==> src/rtl/camera_pkg.sv <==
// Shared types and constants for the OV7670 SCCB configuration block.
// Table entries are {register address, value}; two reserved codes mark END and DELAY.
package camera_pkg;

  typedef enum logic [2:0] {
    ST_IDLE,
    ST_LOAD,
    ST_START,
    ST_BITS,
    ST_STOP,
    ST_GAP,
    ST_WAIT,
    ST_DONE
  } cfg_state_t;

  localparam logic [15:0] CAM_CFG_END   = 16'hFFFF;
  localparam logic [15:0] CAM_CFG_DELAY = 16'hFFF0;

  // OV7670 register addresses used by the setup table
  localparam logic [7:0] REG_VREF   = 8'h03;
  localparam logic [7:0] REG_COM1   = 8'h04;
  localparam logic [7:0] REG_COM3   = 8'h0C;
  localparam logic [7:0] REG_CLKRC  = 8'h11;
  localparam logic [7:0] REG_COM7   = 8'h12;
  localparam logic [7:0] REG_COM9   = 8'h14;
  localparam logic [7:0] REG_COM10  = 8'h15;
  localparam logic [7:0] REG_HSTART = 8'h17;
  localparam logic [7:0] REG_HSTOP  = 8'h18;
  localparam logic [7:0] REG_VSTRT  = 8'h19;
  localparam logic [7:0] REG_VSTOP  = 8'h1A;
  localparam logic [7:0] REG_HREF   = 8'h32;
  localparam logic [7:0] REG_TSLB   = 8'h3A;
  localparam logic [7:0] REG_COM14  = 8'h3E;
  localparam logic [7:0] REG_COM15  = 8'h40;
  localparam logic [7:0] REG_RGB444 = 8'h8C;

  function automatic logic [15:0] cfg_entry(input logic [7:0] addr, input logic [7:0] data);
    return {addr, data};
  endfunction

endpackage

==> src/rtl/camera_config_rom.sv <==
// Registered lookup of the SCCB register table. TABLE_SEL 0 is the real OV7670
// RGB565 VGA setup; 1 and 2 are tiny single-entry tables for bring-up checks.
module camera_config_rom
  import camera_pkg::*;
#(
  parameter int TABLE_SEL = 0
) (
  input  logic        clk_65mhz,
  input  logic [7:0]  index,
  output logic [15:0] entry
);

  logic [15:0] entry_d;

  always_comb begin
    entry_d = CAM_CFG_END;
    if (TABLE_SEL == 1) begin
      if (index == 8'd0) entry_d = cfg_entry(REG_COM7, 8'h80);
    end else if (TABLE_SEL == 2) begin
      if (index == 8'd0) entry_d = CAM_CFG_DELAY;
    end else begin
      // Soft reset first, then let the sensor settle before the real setup
      case (index)
        8'd0:    entry_d = cfg_entry(REG_COM7, 8'h80);
        8'd1:    entry_d = CAM_CFG_DELAY;
        8'd2:    entry_d = cfg_entry(REG_CLKRC, 8'h01);
        8'd3:    entry_d = cfg_entry(REG_COM7, 8'h04);
        8'd4:    entry_d = cfg_entry(REG_COM3, 8'h00);
        8'd5:    entry_d = cfg_entry(REG_COM14, 8'h00);
        8'd6:    entry_d = cfg_entry(REG_RGB444, 8'h00);
        8'd7:    entry_d = cfg_entry(REG_COM1, 8'h00);
        8'd8:    entry_d = cfg_entry(REG_COM15, 8'hD0);
        8'd9:    entry_d = cfg_entry(REG_TSLB, 8'h04);
        8'd10:   entry_d = cfg_entry(REG_COM9, 8'h18);
        8'd11:   entry_d = cfg_entry(REG_HSTART, 8'h13);
        8'd12:   entry_d = cfg_entry(REG_HSTOP, 8'h01);
        8'd13:   entry_d = cfg_entry(REG_HREF, 8'hB6);
        8'd14:   entry_d = cfg_entry(REG_VSTRT, 8'h02);
        8'd15:   entry_d = cfg_entry(REG_VSTOP, 8'h7A);
        8'd16:   entry_d = cfg_entry(REG_VREF, 8'h0A);
        8'd17:   entry_d = cfg_entry(REG_COM10, 8'h00);
        default: entry_d = CAM_CFG_END;
      endcase
    end
  end

  always_ff @(posedge clk_65mhz) begin
    entry <= entry_d;
  end

endmodule

==> src/rtl/camera_sccb_config.sv <==
// Walks the OV7670 register table and issues one 3-byte SCCB write per entry.
// SIOD is open-drain: siod_drive_out=1 pulls the line low, 0 releases it.
module camera_sccb_config
  import camera_pkg::*;
#(
  parameter int         CLK_HZ       = 65_000_000,
  parameter int         SCCB_HZ      = 100_000,
  parameter logic [7:0] DEVICE_ID    = 8'h42,
  parameter int         DELAY_CYCLES = 650_000,
  parameter int         TABLE_SEL    = 0
) (
  input  logic system_clock_in,
  input  logic reset_in,
  input  logic start_in,
  input  logic siod_in,
  output logic sioc_out,
  output logic siod_drive_out,
  output logic busy_out,
  output logic done_out,
  output logic ack_error_out
);

  localparam int QUARTER_RAW = CLK_HZ / (4 * SCCB_HZ);
  localparam int QUARTER     = (QUARTER_RAW < 1) ? 1 : QUARTER_RAW;
  localparam int CNT_MAX     = (QUARTER > DELAY_CYCLES) ? QUARTER : DELAY_CYCLES;
  localparam int CNT_W       = $clog2(CNT_MAX + 1);
  localparam logic [CNT_W-1:0] QUARTER_LAST = CNT_W'(QUARTER - 1);
  localparam logic [CNT_W-1:0] DELAY_LAST   = CNT_W'(DELAY_CYCLES - 1);

  logic             clk_65mhz;
  cfg_state_t       state, state_d;
  logic [CNT_W-1:0] cnt, cnt_d;
  logic [1:0]       qidx, qidx_d;
  logic [4:0]       bit_cnt, bit_cnt_d;
  logic [26:0]      shift, shift_d;
  logic [7:0]       index, index_d;
  logic             ack_err, ack_err_d;
  logic [15:0]      rom_entry;
  logic             tick;
  logic             ack_slot;

  assign clk_65mhz = system_clock_in;

  // The ROM is addressed with the next index so the entry is ready during LOAD
  camera_config_rom #(.TABLE_SEL(TABLE_SEL)) u_rom (
    .clk_65mhz (clk_65mhz),
    .index     (index_d),
    .entry     (rom_entry)
  );

  assign tick     = (cnt == QUARTER_LAST);
  assign ack_slot = (bit_cnt == 5'd8) || (bit_cnt == 5'd17) || (bit_cnt == 5'd26);

  always_comb begin
    state_d        = state;
    qidx_d         = qidx;
    bit_cnt_d      = bit_cnt;
    shift_d        = shift;
    index_d        = index;
    ack_err_d      = ack_err;
    sioc_out       = 1'b1;
    siod_drive_out = 1'b0;
    if (tick) begin
      cnt_d  = '0;
      qidx_d = qidx + 2'd1;
    end else begin
      cnt_d = cnt + 1'b1;
    end

    case (state)
      ST_IDLE, ST_DONE: begin
        if (start_in) begin
          state_d   = ST_LOAD;
          index_d   = 8'd0;
          ack_err_d = 1'b0;
        end
      end
      ST_LOAD: begin
        bit_cnt_d = 5'd0;
        if (rom_entry == CAM_CFG_END) begin
          state_d = ST_DONE;
        end else if (rom_entry == CAM_CFG_DELAY) begin
          state_d = ST_WAIT;
        end else begin
          shift_d = {DEVICE_ID, 1'b1, rom_entry[15:8], 1'b1, rom_entry[7:0], 1'b1};
          state_d = ST_START;
        end
      end
      ST_START: begin
        sioc_out       = (qidx == 2'd0);
        siod_drive_out = 1'b1;
        if (tick && qidx == 2'd1) state_d = ST_BITS;
      end
      ST_BITS: begin
        // ACK slots carry a 1 in the shift register, which releases SIOD
        sioc_out       = qidx[1];
        siod_drive_out = ~shift[26];
        if (tick && qidx == 2'd2 && ack_slot && siod_in) ack_err_d = 1'b1;
        if (tick && qidx == 2'd3) begin
          if (bit_cnt == 5'd26) begin
            state_d = ST_STOP;
          end else begin
            bit_cnt_d = bit_cnt + 5'd1;
            shift_d   = {shift[25:0], 1'b0};
          end
        end
      end
      ST_STOP: begin
        sioc_out       = (qidx != 2'd0);
        siod_drive_out = (qidx != 2'd2);
        if (tick && qidx == 2'd2) state_d = ST_GAP;
      end
      ST_GAP: begin
        if (tick && qidx == 2'd3) begin
          state_d = ST_LOAD;
          index_d = index + 8'd1;
        end
      end
      ST_WAIT: begin
        cnt_d = cnt + 1'b1;
        if (cnt == DELAY_LAST) begin
          state_d = ST_LOAD;
          index_d = index + 8'd1;
        end
      end
      default: state_d = ST_IDLE;
    endcase

    if (state_d != state) begin
      cnt_d  = '0;
      qidx_d = 2'd0;
    end
  end

  always_ff @(posedge clk_65mhz) begin
    if (reset_in) begin
      state   <= ST_IDLE;
      cnt     <= '0;
      qidx    <= 2'd0;
      bit_cnt <= 5'd0;
      shift   <= '0;
      index   <= 8'd0;
      ack_err <= 1'b0;
    end else begin
      state   <= state_d;
      cnt     <= cnt_d;
      qidx    <= qidx_d;
      bit_cnt <= bit_cnt_d;
      shift   <= shift_d;
      index   <= index_d;
      ack_err <= ack_err_d;
    end
  end

  assign busy_out      = (state != ST_IDLE) && (state != ST_DONE);
  assign done_out      = (state == ST_DONE);
  assign ack_error_out = ack_err;

endmodule
==> config.mk <==
export PLATFORM = sky130hd
export DESIGN_NAME = camera_sccb_config
export DESIGN_NICKNAME = d
export VERILOG_FILES = /design/src/rtl/camera_pkg.sv /design/src/rtl/camera_config_rom.sv /design/src/rtl/camera_sccb_config.sv
export SDC_FILE = /design/constraint.sdc
export NUM_CORES = 1
export LEC_CHECK = 0
export CORE_MARGIN = 3
export CORE_UTILIZATION = 35
export DETAILED_ROUTE_END_ITERATION = 10
export PLACE_DENSITY = 0.55
export SLEW_MARGIN = 25
export SYNTH_ARGS = -nofsm -noshare
export SYNTH_HDL_FRONTEND = slang
export SYNTH_HIERARCHICAL = 1
export SYNTH_SLANG_ARGS = --single-unit
==> constraint.sdc <==
create_clock -name system_clock_in -period 6.84 [get_ports system_clock_in]
set_input_delay 1.026 -clock system_clock_in [delete_from_list [all_inputs] [get_ports system_clock_in]]
set_output_delay 1.026 -clock system_clock_in [all_outputs]
set_load 0.02 [all_outputs]
[Word level (Yosys, flattened, before mapping)]
Memories as Yosys holds them, arrays and structs flattened. A register that Yosys moved wholly into a read port is not among the register bits.
Cells that the tools add are included.
Word-level totals
  register bits after elaboration: 66
  ROM bits: 512
  input port bits: 4
  output and inout bits: 5
  memories: 1
Memories
  (no name shown): words 32, width 16, rd ports 1, clocked after memory_dff 1, write ports 0, line camera_config_rom.sv:23  | case (index)
Operators by class
  add/sub/neg operators: 4
  equal/unequal tests: 26
  multiplexer cells: 29
  bitwise operators: 1
  reduce and logical (&&, ||, !) cells: 21
Operators with widths (count)
  two-way mux 27 bit: 4
  case mux 27 bit (2 select lines): 1
  two-way mux 20 bit: 2
  equality test 16 bit, second input constant: 2
  two-way mux 3 bit: 9
  two-way mux 8 bit: 3
  case mux 8 bit (3 select lines): 1
  case mux 3 bit (7 select lines): 1
  adder 20 x 1 -> 20 bit, second input constant: 1
  equality test 20 bit, second input constant: 1
  equality test 20 x 8 -> 1 bit, second input constant: 1
  inequality test 2 bit, second input constant: 7
  equality test 3 bit, second input constant: 4
  equality test 5 bit, second input constant: 2
  two-way mux 5 bit: 2
  case mux 5 bit (2 select lines): 1
  adder 8 x 1 -> 8 bit, second input constant: 1
  equality test 3 x 2 -> 1 bit, second input constant: 2
  logical AND 1 bit: 6
  zero test 3 bit: 2
  case mux 1 bit (3 select lines): 2
  AND reduction 3 bit: 2
  nonzero test 2 bit: 3
  adder 5 x 1 -> 5 bit, second input constant: 1
  other kinds (16): 20

[Logic depth before layout (Yosys ltp)]
  word-level depth: 7
  gate-level depth with buffers: 13
  mapped depth without buffers: 12

[By module]
Netlist, hierarchy kept.
By module, submodules not included
  camera_sccb_config: times used 1, cells an instance 431, area an instance 3796.1 um^2
  camera_config_rom: times used 1, cells an instance 95, area an instance 837.1 um^2

[Worst setup path before layout]
OpenSTA, ideal clock, no wires.
  path type: reg2reg
  start point: register state[2]
  end point: register u_rom.entry[7]
  setup time: 0.119 ns
  data arrival time: 3.083 ns
  data required time: 6.721 ns
  slack: 3.637 ns
  cell stages (with the launch flop): 13
  path buffers: 2
  period minus slack after synthesis: 3.203 ns
  path through: dfxtp_1 clkbuf_1 nor2_1 a21oi_1 nand2b_1 nand2b_1 buf_2 a21oi_1 inv_1 ha_1 or3b_2 a21oi_1 o21bai_1
Between the ends
  elaborated cells between the ends (all ways): 8
RTL lines
  start: declaration: line camera_sccb_config.sv:31  | cfg_state_t state, state_d;
  start signal: assignment: line camera_sccb_config.sv:145  | state <= state_d;
  equality test 3 bit / zero test 3 bit (equally long branches): line camera_sccb_config.sv:70  | case (state)
  OR reduction 2 bit: line camera_sccb_config.sv:70
  case mux 8 bit (3 select lines) (*): line camera_sccb_config.sv:70
  net index_d[0]: line camera_sccb_config.sv:36  | logic [7:0] index, index_d;
  end: declaration: line camera_config_rom.sv:10  | output logic [15:0] entry
Mark *: on every way through the listed nets, which the timed path passes. The rest lies on a longest branch.
A chain may end at the register's enable or synchronous reset.

[Worst setup path after layout]
  start point: register state[0]
  end point: register u_rom.entry[7]
The elaborated chain is that of the path after synthesis.

==> flow_metrics.py <==
metrics = {
    "clocking": {
        "cts_setup_buffers": 0,
        "cts.sinks": 82,
        "post_cts_resized": 0,
        "cts_root_buffer": "clkbuf_16",
        "clk_latency_ps": 340,
        "cts_tree": "yes",
        "cts_buffers": 9,
        "cts_buffer_depth": 2,
        "postCtsHoldBufs": 0,
        "path_clk_slew_ps": 60,
        "htree_levels": 3,
    },
    "setup_path": {
        "arrival_ps": 4000,
        "endpoint_kind": "register",
        "r2r_cells": 10,
        "crit_start": "state[0]",
        "crit_end": "u_rom/entry[7]",
        "r2r-end": "u_rom/entry[7]",
        "r2r_start": "state[0]",
        "cp_max_fo": 20,
        "cp.required_ps": 7080,
        "path_class": "register to register",
        "start_kind": "register",
        "rrSetupSlack_ps": 3070,
    },
    "floorplan": {
        "die_x_um": 121,
        "num_rows": 41,
        "io_pins": 9,
        "die_area_mm2": 0.0147,
        "die_h_um": 121,
        "core_area_mm2": 0.0128,
        "start_util": 0.363,
    },
    "synthesis": {
        "synth_ff_type": "dfxtp_1",
        "syn_area_per_cell_um2": 8.81,
        "synth_most_common_cell": "dfxtp_1",
        "yosys.area.top_type": "dfxtp_1",
        "synthCells": 526,
        "netlist_top_cells_count": "dfxtp_1 (82), nand2_1 (66), nor2_1 (52), a21oi_1 (23)",
        "netlist.area_leader.share": 0.354,
        "syn_nets": 548,
        "synth_area_leaders": "dfxtp_1 (35%), nand2_1 (5.3%), a311oi_2 (5.2%), ha_1 (4.9%), nor2_1 (4.2%)",
        "syn_area_mm2": 0.00463,
        "synth_cell_types": 73,
        "async_flop_share": 0,
        "synth_warnings": 6,
        "ys_seq_area_frac": 0.354,
        "synth-seq-cells": 82,
        "synth-edff-count": 0,
    },
    "timing": {
        "rsz0062_at_grt": "false",
        "max_slew.worst_pin.slew_ps": 949,
        "finalMaxSlewViolations": 0,
        "max_freq_ghz": 0.265,
        "min_period_ps": 3770,
        "hold_viol": 0,
        "finalCritPeriodShare": 0.551,
        "hold_slack_ps": 454,
        "slew_headroom": 0.367,
        "setup_violations": 0,
        "setup-tns-final_ps": 0,
        "clock_skew_ps": 6.47,
    },
    "min_path": {
        "min_path_type": "register to register",
    },
    "cells_and_area": {
        "multi_input_area_mm2": 0.00280,
        "drive_gt1_frac": 0.145,
        "num-nets-final": 542,
        "syn2layout_area_growth_pct": 10.2,
        "antenna_cells": 0,
        "final.fill_count": 1251,
        "regArea_mm2": 0.00164,
    },
    "routing": {
        "ant_nets": 0,
        "drc": 0,
        "wl_um": 10200,
        "first_pass_iters": 5,
        "via_count": 3749,
        "wl_per_cell_um": 14.6,
        "vias_per_cell": 5.38,
        "drt_iter0_drc": 337,
    },
    "global_route": {
        "grt_pass1_wl_um": 16800,
        "grtUsageTotal": 0.143,
        "antenna_found_initial": 0,
        "grt_pass1_vias": 3392,
        "overflow": 0,
        "grt_start_max_net_pins": 46,
    },
    "pwr": {
        "p_leak_nw": 1.67,
        "power_per_cell_area_mw_per_mm2": 265,
        "vdd_drop_max_mv": 0.113,
    },
    "outcome": {
        "status": "finished, final reports clean",
    },
    "placed_design": {
        "gp_congestion": 0.842,
        "dp_hpwl_um": 7050,
        "port_buffers": 8,
    },
    "flow_run": {
        "cap_violations": 0,
    },
}
## state kept, by name, summed over array words and instances (netlist names)
name	count
u_rom/entry	16
cnt	20
bit_cnt	5
state	3
ack_error_out	1
shift	27
index	8
qidx	2
## worst max-delay path: stages, from the launching register on
cell and delay, ps:
dfxtp_1 750, inv_1 320, a21oi_1 250, nand2b_1 220
nand2b_1 280, a21oi_1 630, inv_1 200, ha_1 320
or3b_2 480, a21oi_1 150, o21bai_1 70
## stage by stage
step	util	total power [mW]	cell area, um2	setup slack [ps]	instances
2_1_floorplan	-	0.832	4630	3640	526
3_3_place_gp	0.375	0.859	4790	3020	681
3_5_place_dp	0.375	0.867	4790	2940	681
4_1_cts	0.398	1.36	5090	3140	697
5_1_grt	0.400	1.42	5110	2690	697
6_report	0.400	1.35	5110	3070	697
## area by class of cell
cell class	count	share of cell area
timing repair buffer	11	0.0191
tap	172	0.0421
clock inverter	7	0.0149
sequential	82	0.321
multi-input combinational	402	0.548
clock buffer	9	0.0441
inverter	14	0.0103
## worst min path at each step
stage / start / to / slack (ps) / depth (start not counted)
floorplan: shift[21] / shift[21] / 430 / 2
global placement: shift[19] / shift[19] / 440 / 2
detailed placement: shift[19] / shift[19] / 450 / 2
CTS: shift[19] / shift[19] / 460 / 2
global route: shift[24] / shift[24] / 460 / 2
finish: shift[19] / shift[19] / 450 / 2
## layer usage
| layer | vias up | share of wire | wire length, um | track usage |
|---|---|---|---|---|
| met3 | 19 | 0.040 | 410 | 0.0247 |
| li1 | 1881 | - | - | - |
| met4 | 0 | 0.024 | 241 | 0.0737 |
| met2 | 99 | 0.44 | 4490 | 0.213 |
| met1 | 1750 | 0.50 | 5050 | 0.198 |
| met5 | - | 0 | 0 | 0 |
## cell families (layout without fill, tap and decap cells)
kind of cell | after synthesis | after routing | synth area share
xor gates and xnor gates | 22 | 22 | 0.0416
AOI/OAI and AO/OA | 107 | 107 | 0.185
buffers and inverters | 42 | 41 | 0.0470
adders and majority gates | 18 | 18 | 0.0486
muxes | 6 | 6 | 0.0135
DFF | 82 | 82 | 0.354
and+or+nand+nor | 249 | 249 | 0.310
## report_power, final
part | total [mW] | internal (mW) | switching (mW) | leakage [nW]
registers | 0.565 | 0.522 | 0.0432 | 0.665
clock network | 0.491 | 0.285 | 0.205 | 0.142
logic | 0.296 | 0.118 | 0.178 | 0.859
total | 1.35 | 0.926 | 0.426 | 1.67
## placed cells by master (no fill, tap or decap), drive strengths merged, types with 16 or more instances in the layout
cell type / n
ha: 18
a21oi: 24
inv: 16
a311oi: 20
nand2: 66
nand3: 22
o21ai: 24
dfxtp: 82
nor3: 19
nor2: 62
(Power assumes the default switching activity.)
